$ cat config.mk
export PLATFORM = sky130hd
export DESIGN_NAME = mem_access_unit
export DESIGN_NICKNAME = d
export VERILOG_FILES = /design/src/rtl/mips_mem_pkg.sv /design/src/rtl/mem_lane_align.sv /design/src/rtl/mem_access_unit.sv
export SDC_FILE = /design/constraint.sdc
export NUM_CORES = 1
export LEC_CHECK = 0
export CORE_ASPECT_RATIO = 0.7
export CORE_MARGIN = 3
export CORE_UTILIZATION = 51
export DETAILED_ROUTE_END_ITERATION = 16
export PLACE_DENSITY_LB_ADDON = 0.15
export SLEW_MARGIN = 15
export SYNTH_ARGS = -nofsm -noshare
export SYNTH_HDL_FRONTEND = slang
export SYNTH_HIERARCHICAL = 1
export SYNTH_SLANG_ARGS = --single-unit
export TNS_END_PERCENT = 10
$ cat constraint.sdc
create_clock -name i_clk -period 4.05 [get_ports i_clk]
set_clock_uncertainty 0.15 [all_clocks]
set_input_delay 0.81 -clock i_clk [delete_from_list [all_inputs] [get_ports i_clk]]
set_output_delay 0.81 -clock i_clk [all_outputs]
set_load 0.02 [all_outputs]
$ cat src/rtl/mips_mem_pkg.sv
// Shared encodings and helpers for the MEM-stage data memory access path.
package mips_mem_pkg;

  localparam int unsigned DATA_W = 32;

  localparam logic [1:0] SZ_BYTE = 2'b00;
  localparam logic [1:0] SZ_HALF = 2'b01;
  localparam logic [1:0] SZ_WORD = 2'b11;

  typedef enum logic [1:0] {
    IDLE  = 2'b00,
    LOAD  = 2'b01,
    MERGE = 2'b10
  } mau_state_e;

  // Captured sub-word request, held across the stall cycle.
  typedef struct packed {
    logic [1:0]        lane;
    logic [1:0]        size;
    logic              is_unsigned;
    logic [DATA_W-1:0] wr_data;
  } mem_req_t;

  // Encoding 2'b10 is reserved and behaves as a word access.
  function automatic logic is_word(input logic [1:0] size);
    return size[1];
  endfunction

  function automatic logic is_misaligned(input logic [1:0] size, input logic [1:0] lane);
    logic mis;
    mis = 1'b0;
    if (is_word(size)) begin
      mis = (lane != 2'b00);
    end else if (size == SZ_HALF) begin
      mis = lane[0];
    end
    return mis;
  endfunction

endpackage

$ cat src/rtl/mem_lane_align.sv
// Byte/halfword lane selection with sign/zero extension for loads, and
// sub-word insertion into a read word for read-modify-write stores.
module mem_lane_align
  import mips_mem_pkg::*;
(
  input  logic [DATA_W-1:0] rd_data,
  input  logic [1:0]        lane,
  input  logic [1:0]        size,
  input  logic              is_unsigned,
  input  logic [DATA_W-1:0] wr_data,
  output logic [DATA_W-1:0] load_data_c,
  output logic [DATA_W-1:0] merge_data_c
);

  logic [7:0]  byte_sel;
  logic [15:0] half_sel;
  logic        fill;

  always_comb begin
    byte_sel     = rd_data[{lane, 3'b000} +: 8];
    half_sel     = rd_data[{lane[1], 4'b0000} +: 16];
    fill         = 1'b0;
    load_data_c  = rd_data;
    merge_data_c = rd_data;
    case (size)
      SZ_BYTE: begin
        fill = ~is_unsigned & byte_sel[7];
        load_data_c = {{24{fill}}, byte_sel};
        merge_data_c[{lane, 3'b000} +: 8] = wr_data[7:0];
      end
      SZ_HALF: begin
        fill = ~is_unsigned & half_sel[15];
        load_data_c = {{16{fill}}, half_sel};
        merge_data_c[{lane[1], 4'b0000} +: 16] = wr_data[15:0];
      end
      default: begin
        load_data_c  = rd_data;
        merge_data_c = wr_data;
      end
    endcase
  end

endmodule

$ cat src/rtl/mem_access_unit.sv
// MEM-stage controller: turns sized loads/stores into word accesses on a
// 1-cycle-latency single-port RAM, stalling one cycle for loads and sub-word stores.
module mem_access_unit
  import mips_mem_pkg::*;
#(
  parameter int unsigned RAM_DEPTH = 1024,
  parameter int unsigned ADDR_W    = $clog2(RAM_DEPTH)
) (
  input  logic              i_clk,
  input  logic              i_rst,
  input  logic              i_mem_read,
  input  logic              i_mem_write,
  input  logic [1:0]        i_size,
  input  logic              i_unsigned,
  input  logic [31:0]       i_addr,
  input  logic [31:0]       i_wr_data,
  output logic [ADDR_W-1:0] o_ram_addr,
  output logic [31:0]       o_ram_data,
  output logic              o_ram_we,
  input  logic [31:0]       i_ram_data,
  output logic [31:0]       o_load_data,
  output logic              o_load_valid,
  output logic              o_stall,
  output logic              o_misaligned
);

  mau_state_e        state_q, state_d;
  mem_req_t          req_q;
  logic [ADDR_W-1:0] req_waddr_q;
  logic [31:0]       load_data_q;
  logic              load_valid_q;

  logic              capture_c;
  logic              load_fire_c;
  logic              misaligned_c;
  logic [31:0]       lane_load_c;
  logic [31:0]       lane_merge_c;

  // Byte-address bits above the RAM range are dropped so accesses wrap.
  logic unused_addr_bits;
  assign unused_addr_bits = ^i_addr[31:ADDR_W+2];

  assign misaligned_c = is_misaligned(i_size, i_addr[1:0]);

  mem_lane_align u_lane_align (
    .rd_data      (i_ram_data),
    .lane         (req_q.lane),
    .size         (req_q.size),
    .is_unsigned  (req_q.is_unsigned),
    .wr_data      (req_q.wr_data),
    .load_data_c  (lane_load_c),
    .merge_data_c (lane_merge_c)
  );

  always_ff @(posedge i_clk) begin
    if (i_rst) begin
      state_q <= IDLE;
    end else begin
      state_q <= state_d;
    end
  end

  // Next state and RAM-side strobes; reset forces every strobe low.
  always_comb begin
    state_d      = state_q;
    o_ram_addr   = i_addr[ADDR_W+1:2];
    o_ram_data   = i_wr_data;
    o_ram_we     = 1'b0;
    o_stall      = 1'b0;
    o_misaligned = 1'b0;
    capture_c    = 1'b0;
    load_fire_c  = 1'b0;
    if (i_rst) begin
      state_d    = IDLE;
      o_ram_addr = '0;
    end else begin
      case (state_q)
        IDLE: begin
          if (i_mem_write) begin
            if (misaligned_c) begin
              o_misaligned = 1'b1;
            end else if (is_word(i_size)) begin
              o_ram_we = 1'b1;
            end else begin
              o_stall   = 1'b1;
              capture_c = 1'b1;
              state_d   = MERGE;
            end
          end else if (i_mem_read) begin
            if (misaligned_c) begin
              o_misaligned = 1'b1;
            end else begin
              o_stall   = 1'b1;
              capture_c = 1'b1;
              state_d   = LOAD;
            end
          end
        end
        LOAD: begin
          o_ram_addr  = req_waddr_q;
          load_fire_c = 1'b1;
          state_d     = IDLE;
        end
        MERGE: begin
          o_ram_addr = req_waddr_q;
          o_ram_data = lane_merge_c;
          o_ram_we   = 1'b1;
          state_d    = IDLE;
        end
        default: state_d = IDLE;
      endcase
    end
  end

  always_ff @(posedge i_clk) begin
    if (i_rst) begin
      req_q        <= '0;
      req_waddr_q  <= '0;
      load_data_q  <= '0;
      load_valid_q <= 1'b0;
    end else begin
      if (capture_c) begin
        req_q.lane        <= i_addr[1:0];
        req_q.size        <= i_size;
        req_q.is_unsigned <= i_unsigned;
        req_q.wr_data     <= i_wr_data;
        req_waddr_q       <= i_addr[ADDR_W+1:2];
      end
      if (load_fire_c) begin
        load_data_q <= lane_load_c;
      end
      load_valid_q <= load_fire_c;
    end
  end

  assign o_load_data  = load_data_q;
  assign o_load_valid = load_valid_q;

endmodule
## Word-level counts from Yosys, hierarchy flattened

Index checks and enable logic that the tools add are counted.

- $add $sub $neg: 2
- Equal/unequal tests: 5
- Shift operators: 6
- Mux-type cells: 34
- Bitwise operators: 5
- Reductions and logical operators: 7

Operators by type and width:

| kind | count |
|---|---|
| one-hot mux 32 bit (2 select lines) | 2 |
| bitwise mux 32 bit | 2 |
| two-way mux 32 bit | 2 |
| variable shift 16 x 7 -> 32 bit, first input constant | 1 |
| variable shift 8 x 7 -> 32 bit, first input constant | 1 |
| indexed part select 16 x 7 -> 32 bit | 1 |
| indexed part select 32 x 6 -> 16 bit | 1 |
| indexed part select 32 x 6 -> 8 bit | 1 |
| indexed part select 8 x 7 -> 32 bit | 1 |
| two-way mux 1 bit | 20 |
| two-way mux 10 bit | 2 |
| negator 5 -> 7 bit | 2 |
| two-way mux 2 bit | 5 |
| == test 2 x 1 -> 1 bit, second input constant | 3 |
| logical NOT 2 bit | 2 |
| nonzero test 2 bit | 2 |
| OR reduction 2 bit | 2 |
| NOT 1 bit | 3 |
| AND reduction 3 bit | 1 |
| AND 1 bit | 2 |
| == test 2 bit, second input constant | 1 |
| inequality test 2 bit, second input constant | 1 |
| one-hot mux 1 bit (2 select lines) | 1 |

- Bits in registers: 82
- Output and inout port bits: 78
- Word-level logic and storage cells: 67

## Logic depth before layout (Yosys ltp)

Gate-level depths: netlist (run 1).

- Depth after elaboration: 8
- Gate-level depth with buffers: 9

## By module

The synthesis (run 1) kept the hierarchy.

Modules (own cells, without submodules):

| module | instances | cells an instance | area each (um^2) | sequential area each (um^2) |
|---|---|---|---|---|
| mem_access_unit | 1 | 339 | 3746.1 | 1641.6 |
| mem_lane_align | 1 | 256 | 1973.1 | 0.0 |

## Worst setup path before layout (run 1)

No wires, ideal clock.

- Kind: flip-flop to output port
- Start: register req_q[36] (netlist name)
- End: output port o_ram_data[10]
- Arrival time: 2.118 ns
- Slack: 0.972 ns
- Stages on the path, launching flop included: 9
- Path buffers: 2
- Cell sequence: dfxtp_1 buf_6 inv_4 buf_6 ha_1 or4bb_1 nor2_4 a221o_1 mux2_2

- Longest elaborated chain between the ends: 6

RTL lines:

| what | line | source |
|---|---|---|
| negator 5 -> 7 bit (on tied branches) | mem_lane_align.sv:34, mem_lane_align.sv:29 |  |
| indexed part select 16 x 7 -> 32 bit (tied with other cells) | mem_lane_align.sv:34 | `merge_data_c[{lane[1], 4'b0000} +: 16] = wr_data[15:0];` |
| bitwise mux 32 bit (on tied branches) | mem_lane_align.sv:34, mem_lane_align.sv:29 |  |
| one-hot mux 32 bit (2 select lines) (*) | mem_lane_align.sv:25 | `case (size)` |
| via lane_merge_c[10] | mem_access_unit.sv:37 | `logic [31:0] lane_merge_c;` |
| two-way mux 32 bit (*) | mem_access_unit.sv:77 | `case (state_q)` |
| two-way mux 32 bit (*) | mem_access_unit.sv:73 | `if (i_rst) begin` |
| end, declared | mem_access_unit.sv:18 | `output logic [31:0] o_ram_data,` |

The timed path passes the listed nets; every way through them passes the cells marked *.

## Worst setup path after layout (run 1)

- Start: register req_q[36] (netlist name)
- End: output port o_ram_data[9]

- Longest elaborated chain between the ends: 6

RTL lines:

| what | line |
|---|---|
| negator 5 -> 7 bit (on tied branches) | mem_lane_align.sv:34, mem_lane_align.sv:29 |
| indexed part select 16 x 7 -> 32 bit (tied with other cells) | mem_lane_align.sv:34 |
| bitwise mux 32 bit (on tied branches) | mem_lane_align.sv:34, mem_lane_align.sv:29 |
| one-hot mux 32 bit (2 select lines) (*) | mem_lane_align.sv:25 |
| via lane_merge_c[9] | mem_access_unit.sv:37 |
| two-way mux 32 bit (*) | mem_access_unit.sv:77 |
| two-way mux 32 bit (*) | mem_access_unit.sv:73 |

Marks and branches as above.

==> results of run 1 <==
[flip-flops by register name (all words and copies together) (netlist names)]
register / flops
req_q: 37
o_load_data: 32
req_waddr_q: 10
state_q: 2
o_load_valid: 1
[what timing repair did]
action                                 4_1_cts  5_1_grt
endpoints found under the hold margin        0        0
setup endpoints to repair                    0       17
gates resized for setup                      0        5
[logic make-up after synthesis]
logic type / synth area share
adders and majority gates: 0.0175
AOI/OAI and AO/OA: 0.187
buffers and inverters: 0.0578
and+or+nand+nor: 0.162
muxes: 0.288
DFF: 0.287
[Yosys cell counts, drive strengths merged (2+ instances only)]
cell type and instances:
nand2 44, a22oi 13, nor3 3, o221ai 16, inv 14, a22o 22
o21a 2, a221o 15, buf 33, o211ai 8, a41oi 8, ha 8
a211oi 2, nor2b 65, nor2 55, o21ai 21, or2 2, mux2i 57
dfxtp 82, mux2 89, a21oi 5, clkbuf 14
[area by class of cell]
type / count / share of cell area
clock buffers: 12 / 0.0333
clock inverters: 4 / 0.00341
inverters: 14 / 0.00714
multi-input cells: 452 / 0.491
flip-flops and latches: 82 / 0.213
well taps: 148 / 0.0240
repair buffers: 180 / 0.229
[how the worst min path moves through the flow]
stage | slack (ps) | to
after floorplan | 320 | state_q[1]
after global placement | 330 | o_load_data[5]
after detailed placement | 330 | o_load_data[23]
after CTS | 350 | o_load_data[23]
after global routing | 380 | o_load_data[6]
final | 350 | o_load_data[22]
[power breakdown]
group | total [mW] | internal (mW) | leakage [nW] | switching [mW]
Combinational | 0.858 | 0.428 | 2.08 | 0.430
Clock | 0.777 | 0.448 | 0.139 | 0.329
Sequential | 0.911 | 0.857 | 0.669 | 0.0533
Total | 2.55 | 1.73 | 2.89 | 0.813
[per-stage QoR]
stage | power, mW | cell area (um^2) | hold WS (ps) | utilization
after detailed placement | 1.77 | 7410 | 334 | 0.697
after global routing | 2.65 | 7710 | 378 | 0.726
after global placement | 1.75 | 7410 | 326 | 0.697
after floorplan | 1.45 | 5720 | 316 | -
after CTS | 2.54 | 7690 | 350 | 0.724
final | 2.55 | 7710 | 348 | 0.726
[layer usage]
| layer | GRT usage | part of all wire | vias up |
|---|---|---|---|
| li1 | - | - | 2462 |
| met5 | 0 | 0 | - |
| met4 | 0.0779 | 0.021 | 0 |
| met2 | 0.416 | 0.43 | 265 |
| met1 | 0.394 | 0.45 | 2537 |
| met3 | 0.0756 | 0.099 | 33 |
[critical path, delay by kind of cell (launching register included)]
| kind | cells | cell delay [ps] |
|---|---|---|
| simple gates | 2 | 700 |
| buf+inv | 2 | 720 |
| mux | 1 | 150 |
| fa+ha+maj | 1 | 410 |
| compound gates | 1 | 220 |
| flops | 1 | 400 |
==> flow_summary.toml, run 1 <==
[run_status]
outcome = "completed"

[min_path]
worstHoldPathType = "reg2reg"
whs_path_depth = 2
hp-start = "o_load_data[22]"

[placement]
io_buffers = 160
dpl_worst_slack_ps = 236
gp_congestion = 0.955
place_inst = 876
hpwl_mm = 13.2

[clock_network]
clockBufferDepth = 2
cts_made_buffers = 9
holdBufCountCts = 0
numClockSinks = 82
cts_root_buffer = "clkbuf_16"
htree_num_levels = 3
cts_tree = "done"
clkLatencyLatePin_ps = 330
cts_setup_buffers = 0
clk_pin_slew_worst_paths_ps = 60

[final_layout]
fin_cells = 892
fin_nets = 850
layout_commonest_cell = "clkdlybuf4s50_1"
nFillCells = 825
layout_common_cells = "clkdlybuf4s50_1, dfxtp_1, mux2_2, nor2b_1, mux2i_1"
multi_input_area_um2 = 3780
syn2layout_area_growth_pct = 34.9
final_layout_size_suffix_gt1_frac = 0.215
diodes = 0
seq_area_um2 = 1640

[yosys]
syn-num-nets = 706
ys_seq_area_frac = 0.287
postSynthAreaPerCell_um2 = 9.61
async_reset_ff_frac = 0
yosysTopAreaCell = "dfxtp_1"
synth_cells = 595
synth-seq-cells = 82
synth_cell_types = 58
synth_top_cell_area_share = 0.287
synth_warnings = 6
synth-main-ff-cell = "dfxtp_1"
synth_area_leaders = "dfxtp_1, mux2_2, mux2i_1, nor2b_1, mux2_4"
synth-edff-count = 0
netlist_area_um2 = 5720

[routing]
drt_first_pass_iters = 6
num_vias = 5297
via_per_inst = 5.94
drtIter0Drc = 572
wirelength_mm = 17.7
wire_per_inst_um = 19.9
remaining_drc_errors = 0
ant_nets = 0

[timing]
min_period_over_period = 0.960
drv_slew = 0
rsz0062_at_grt = "no"
maxSlewHeadroom = 0.353
period_minus_slack_ps = 3890
tns_ps = 0
finalHoldViolations = 0
worst_slew_pin_slew_ps = 970
fin_ws_ps = 162
setup-violations-final = 0
fmax_ghz = 0.257

[pwr]
ir_drop_v = 0.000245
p_leak_nw = 2.89
p_per_area_nw_per_um2 = 330

[critical_path]
worstPathMaxFanout = 15
r2r_setup_slack_ps = 1700
worstSetupEndpointType = "primary output"
critPathRequiredTime_ps = 3090
startpoint = "req_q[36]"
crit_arrival_ps = 2930
crit_path_start_kind = "register"
crit_end = "o_ram_data[9]"
slowest_stage = "clkdlybuf4s50_1"
ff2ff_path_depth = 7
r2r-end = "o_load_data[3]"
r2r-start = "req_q[36]"
crit_chain = "inv_4 -> ha_1 -> or4bb_1 -> nor2_4 -> a221o_1 -> mux2_2 -> clkdlybuf4s50_1"
critPathMaxStageDelay_ps = 590
path_class = "reg2out"

[global_routing]
antenna_found_initial = 0
gr-usage-all-layers = 0.278
grt_first_pass_wirelength_mm = 27.9
first_global_vias = 5097
grt_overflow = 0
grt_max_degree = 71

[flow_run]
drv_cap = 0

[die]
die_height_um = 94.6
std_cell_rows = 31
initial_core_util = 0.538
boundaryPins = 181
die_area_um2 = 12500
die_w_um = 133
core_area_um2 = 10600
(Power assumes the default switching activity.)
==> inputs of run 2 (changes only) <==
- CORE_UTILIZATION: 51 -> 48
- HOLD_SLACK_MARGIN: unset -> 0.08
- clock period: 4.05 -> 4.3 ns (I/O delays scaled with it)
==> run 2 against run 1 <==
Net effect:
- setup slack improved by 110 ps
- sequential share of layout area increased by 0.054 points
- routed wire length increased by 2.7%
- design area decreased by 0.18%
- sequential power decreased by 5.5%
- count of clock-buffer cells in the layout decreased by 2
- combinational power decreased by 7.1%
- power decreased by 3.4%
- global-route usage decreased by 0.87 points
- critical path depth decreased by 1
- largest cell class unchanged
- largest power group unchanged
==> flow_summary.toml, run 2 (synthesis gave the netlist of run 1 again) <==
[run_status]
outcome = "completed"

[routing]
num_vias = 5282
via_per_inst = 5.91
wire_per_inst_um = 20.4
ant_nets = 0
wirelength_mm = 18.2
remaining_drc_errors = 0
drtIter0Drc = 487
drt_first_pass_iters = 6

[final_layout]
final_layout_size_suffix_gt1_frac = 0.212
layout_common_cells = "clkdlybuf4s50_1, dfxtp_1, mux2_2, nor2b_1, mux2i_1"
diodes = 0
fin_cells = 894
syn2layout_area_growth_pct = 34.6
largest_register_ffs = 37
nFillCells = 882
fin_util = 0.679
top_register = "req_q"
layout_commonest_cell = "clkdlybuf4s50_1"
fin_nets = 847

[timing]
fmax_ghz = 0.249
finalHoldViolations = 0
min_period_over_period = 0.936
tns_ps = 0
rsz0062_at_grt = "no"
setup-violations-final = 0
worst_slew_pin_slew_ps = 1010
maxSlewHeadroom = 0.324
period_minus_slack_ps = 4020
drv_slew = 0

[global_routing]
first_global_vias = 5081
grt_first_pass_wirelength_mm = 28.3
grt_overflow = 0
antenna_found_initial = 0
grt_max_degree = 71
gr-usage-all-layers = 0.269

[critical_path]
critPathBufInv = 2
worstPathMaxFanout = 18
crit_arrival_ps = 3010
r2r-end = "o_load_data[23]"
cp_top_family = "buffers and inverters"
crit_chain = "buf_4 -> nor4bb_1 -> a211o_1 -> a22o_1 -> mux2_2 -> clkdlybuf4s50_1"
slowest_stage = "dfxtp_1"
crit_path_start_kind = "register"
critPathMaxStageDelay_ps = 790
r2r-start = "req_q[34]"
path_class = "reg2out"
ff2ff_path_depth = 5
r2r_setup_slack_ps = 1890
worstSetupEndpointType = "primary output"
critPathRequiredTime_ps = 3290

[min_path]
hp-start = "o_load_data[16]"
whs_path_depth = 2
worst_hold_path.endpoint = "o_load_data[16]"
worstHoldPathType = "reg2reg"

[clock_network]
numClockSinks = 82
clockBufferDepth = 2
clkLatencyLatePin_ps = 340
cts_root_buffer = "clkbuf_16"
cts_made_buffers = 9
cts_tree = "done"
clk_pin_slew_worst_paths_ps = 60
htree_num_levels = 3
holdBufCountCts = 0

[placement]
place_inst = 878
gp_congestion = 0.928
hpwl_mm = 13.4
io_buffers = 160

[die]
std_cell_rows = 32
die_area_um2 = 13300
die_height_um = 97.3
core_area_um2 = 11300
initial_core_util = 0.505
die_w_um = 136
boundaryPins = 181

[pwr]
power_mw = 2.46
p_leak_nw = 2.88
p_per_area_nw_per_um2 = 319
ir_drop_v = 0.000218

[flow_run]
drv_cap = 0
-- run 2: changes by cell type in the layout (fill, tap and decap cells not counted), sizes merged --
cell	previous run	this run
clkbuf	12	10
buf	21	18
bufinv	0	1
inv	14	16
clkinv	3	2
-- run 2: metrics by stage --
step / hold slack, ps / setup slack [ps] / area (um^2)
floorplan: 316 / 1170 / 5720
global placement: 321 / 390 / 7380
detailed placement: 336 / 383 / 7380
CTS: 352 / 79.3 / 7690
global route: 385 / 151 / 7700
finish: 348 / 276 / 7700
-- run 2: how the worst max path moves through the flow --
stage | from | endpoint | slack (ps) | cells past startpoint
floorplan | req_q[36] | o_ram_data[10] | 1170 | 8
global placement | i_ram_data[22] | o_ram_data[22] | 390 | 6
detailed placement | i_ram_data[22] | o_ram_data[22] | 380 | 6
CTS | req_q[35] | o_ram_data[30] | 80 | 7
global route | req_q[35] | o_ram_data[30] | 150 | 7
finish | req_q[33] | o_ram_data[1] | 280 | 6
-- run 2: where the power goes --
part           leakage, nW  total (mW)  switching [mW]  internal [mW]
sequential           0.669       0.861          0.0530          0.808
combinational         2.06       0.797           0.399          0.398
clock                0.150       0.802           0.330          0.472
-- run 2: layout make-up --
| class | count | area (um^2) | area share |
|---|---|---|---|
| Multi-Input combinational cell | 452 | 3770 | 0.490 |
| Timing Repair Buffer | 177 | 1720 | 0.224 |
| Sequential cell | 82 | 1640 | 0.214 |
| Clock buffer | 10 | 239 | 0.0310 |
| Tap cell | 153 | 191 | 0.0249 |
| Clock inverter | 6 | 72.6 | 0.00943 |
| Inverter | 14 | 55.1 | 0.00715 |
-- run 2: metal layers --
layer  GRT usage  vias to the layer above  wire length [um]  part of all wire
met5           0                        -                 0                 0
met2       0.420                      284              8130              0.45
met3      0.0699                       29              1860              0.10
li1            -                     2456                 -                 -
met1       0.374                     2513              7960              0.44
met4      0.0581                        0               263             0.014
-- run 2: timing repair --
action                     CTS  global route
setup buffers                0             0
setup endpoints to repair    0             8
resized for setup            0             2
-- run 2: worst register-to-register path, delay by kind of cell (launching register included) --
kind | cells | cell delay (ps)
simple gates | 2 | 750
compound gates | 1 | 160
mux | 1 | 190
buf+inv | 1 | 410
flops | 1 | 610
==> inputs of run 3 (changes only) <==
- CELL_PAD_IN_SITES_DETAIL_PLACEMENT: unset -> 1
- CELL_PAD_IN_SITES_GLOBAL_PLACEMENT: unset -> 2
- CORE_UTILIZATION: 48 -> 28
==> run 3 against run 2 <==
Net effect:
- via count shrank 2.8%
- register-to-register slack lost 30 ps
- setup slack lost 56 ps
- largest power group unchanged
- final cell count grew 13%
- count of clock-buffer cells in the layout shrank 1
- critical path depth grew 1
- critical path type unchanged
- clock power shrank 2.9%
- highest routed layer unchanged
- worst hold slack gained 2.1 ps
- sequential cell count is the same
- largest cell class unchanged
==> flow_summary.toml, run 3 (synthesis gave the netlist of run 1 again) <==
[min_path]
whs_path_depth = 2
worstHoldPathType = "reg2reg"
hp-start = "o_load_data[15]"
worst_hold_path.endpoint = "o_load_data[15]"

[critical_path]
ff2ff_path_depth = 6
worstPathMaxFanout = 10
worstSetupEndpointType = "primary output"
r2r_setup_slack_ps = 1860
r2r-start = "req_q[36]"
critPathRequiredTime_ps = 3290
path_class = "reg2out"
crit_arrival_ps = 3070
crit_path_start_kind = "register"
r2r-end = "o_load_data[8]"

[global_routing]
grt_max_degree = 71
grt_first_pass_wirelength_mm = 32.4
first_global_vias = 5418
antenna_found_initial = 0
gr-usage-all-layers = 0.190
grt_overflow = 0

[die]
boundaryPins = 181
die_height_um = 126
std_cell_rows = 43
die_w_um = 177
initial_core_util = 0.287
die_area_um2 = 22200
core_area_um2 = 19900

[routing]
via_per_inst = 5.07
wirelength_mm = 21.2
drtIter0Drc = 281
drt_first_pass_iters = 4
remaining_drc_errors = 0
num_vias = 5135
ant_nets = 0
wire_per_inst_um = 20.9

[final_layout]
layout_common_cells = "clkdlybuf4s50_1, dfxtp_1, nor2b_1, mux2_2, mux2i_1"
final_layout_size_suffix_gt1_frac = 0.211
nFillCells = 2264
top_register = "req_q"
seq_area_um2 = 1640
layout_commonest_cell = "clkdlybuf4s50_1"
largest_register_ffs = 37
syn2layout_area_growth_pct = 37.2
diodes = 0
multi_input_area_um2 = 3770
fin_nets = 850

[timing]
setup-violations-final = 0
drv_slew = 0
fin_hold_ws_ps = 350
fin_ws_ps = 220
fmax_ghz = 0.245
tns_ps = 0
worst_slew_pin_slew_ps = 1090
maxSlewHeadroom = 0.276
min_period_over_period = 0.949
period_minus_slack_ps = 4080
rsz0062_at_grt = "no"
finalHoldViolations = 0

[pwr]
p_per_area_nw_per_um2 = 313
p_leak_nw = 2.89
ir_drop_v = 0.000167
power_mw = 2.46

[clock_network]
cts_resized = 0
clk_pin_slew_worst_paths_ps = 60
clkLatencyLatePin_ps = 360
cts_root_buffer = "clkbuf_16"
clockBufferDepth = 2
htree_num_levels = 3
cts_setup_buffers = 0
holdBufCountCts = 0
cts_made_buffers = 9
cts_tree = "done"
numClockSinks = 82

[placement]
gp_congestion = 0.813
io_buffers = 160
dpl_worst_slack_ps = 296
hpwl_mm = 16.1

[flow_run]
drv_cap = 0

[run_status]
outcome = "completed"
run 3: changes by cell type in the layout (fill, tap and decap cells not counted), sizes merged:
cell,before,now
buf,18,21
clkinvlp,1,0
clkinv,2,5
clkbuf,10,9
inv,16,14
run 3: worst max-delay path, stage by stage, from the launching register on:
cell and delay [ps]:
dfxtp_1 370, buf_4 210, ha_1 270, nor2_1 510
a22oi_1 320, o221ai_2 260, mux2_2 190, clkdlybuf4s50_1 590
run 3: metal layers:
metal,part of all wire,vias up,wire (um),track usage
met3,0.064,15,1350,0.0413
met2,0.46,133,9680,0.299
met5,0,-,0,0
li1,-,2456,-,-
met4,0.012,0,248,0.0457
met1,0.47,2531,9880,0.264
run 3: worst max path at each step:
stage | cells past startpoint | startpoint | endpoint
final | 7 | req_q[36] | o_ram_data[16]
after global routing | 7 | req_q[36] | o_ram_data[7]
after CTS | 7 | req_q[36] | o_ram_data[7]
after detailed placement | 6 | i_ram_data[21] | o_ram_data[21]
after global placement | 6 | i_ram_data[16] | o_ram_data[16]
after floorplan | 8 | req_q[36] | o_ram_data[10]
run 3: power breakdown:
group,internal [mW],switching [mW]
Sequential,0.807,0.0450
Combinational,0.401,0.426
Clock,0.444,0.335
run 3: through the flow:
stage           util  instances  instance area, um^2
6_report       0.394       1013                 7850
5_1_grt        0.394       1013                 7850
3_5_place_dp   0.380        998                 7560
3_3_place_gp   0.380        998                 7560
2_1_floorplan      -        595                 5720
4_1_cts        0.394       1013                 7850
run 3: layout make-up:
class                           instances  area share
Multi-Input combinational cell        452       0.480
Timing Repair Buffer                  180       0.224
Sequential cell                        82       0.209
Tap cell                              270      0.0430
Clock buffer                            9      0.0287
Clock inverter                          6     0.00749
Inverter                               14     0.00701
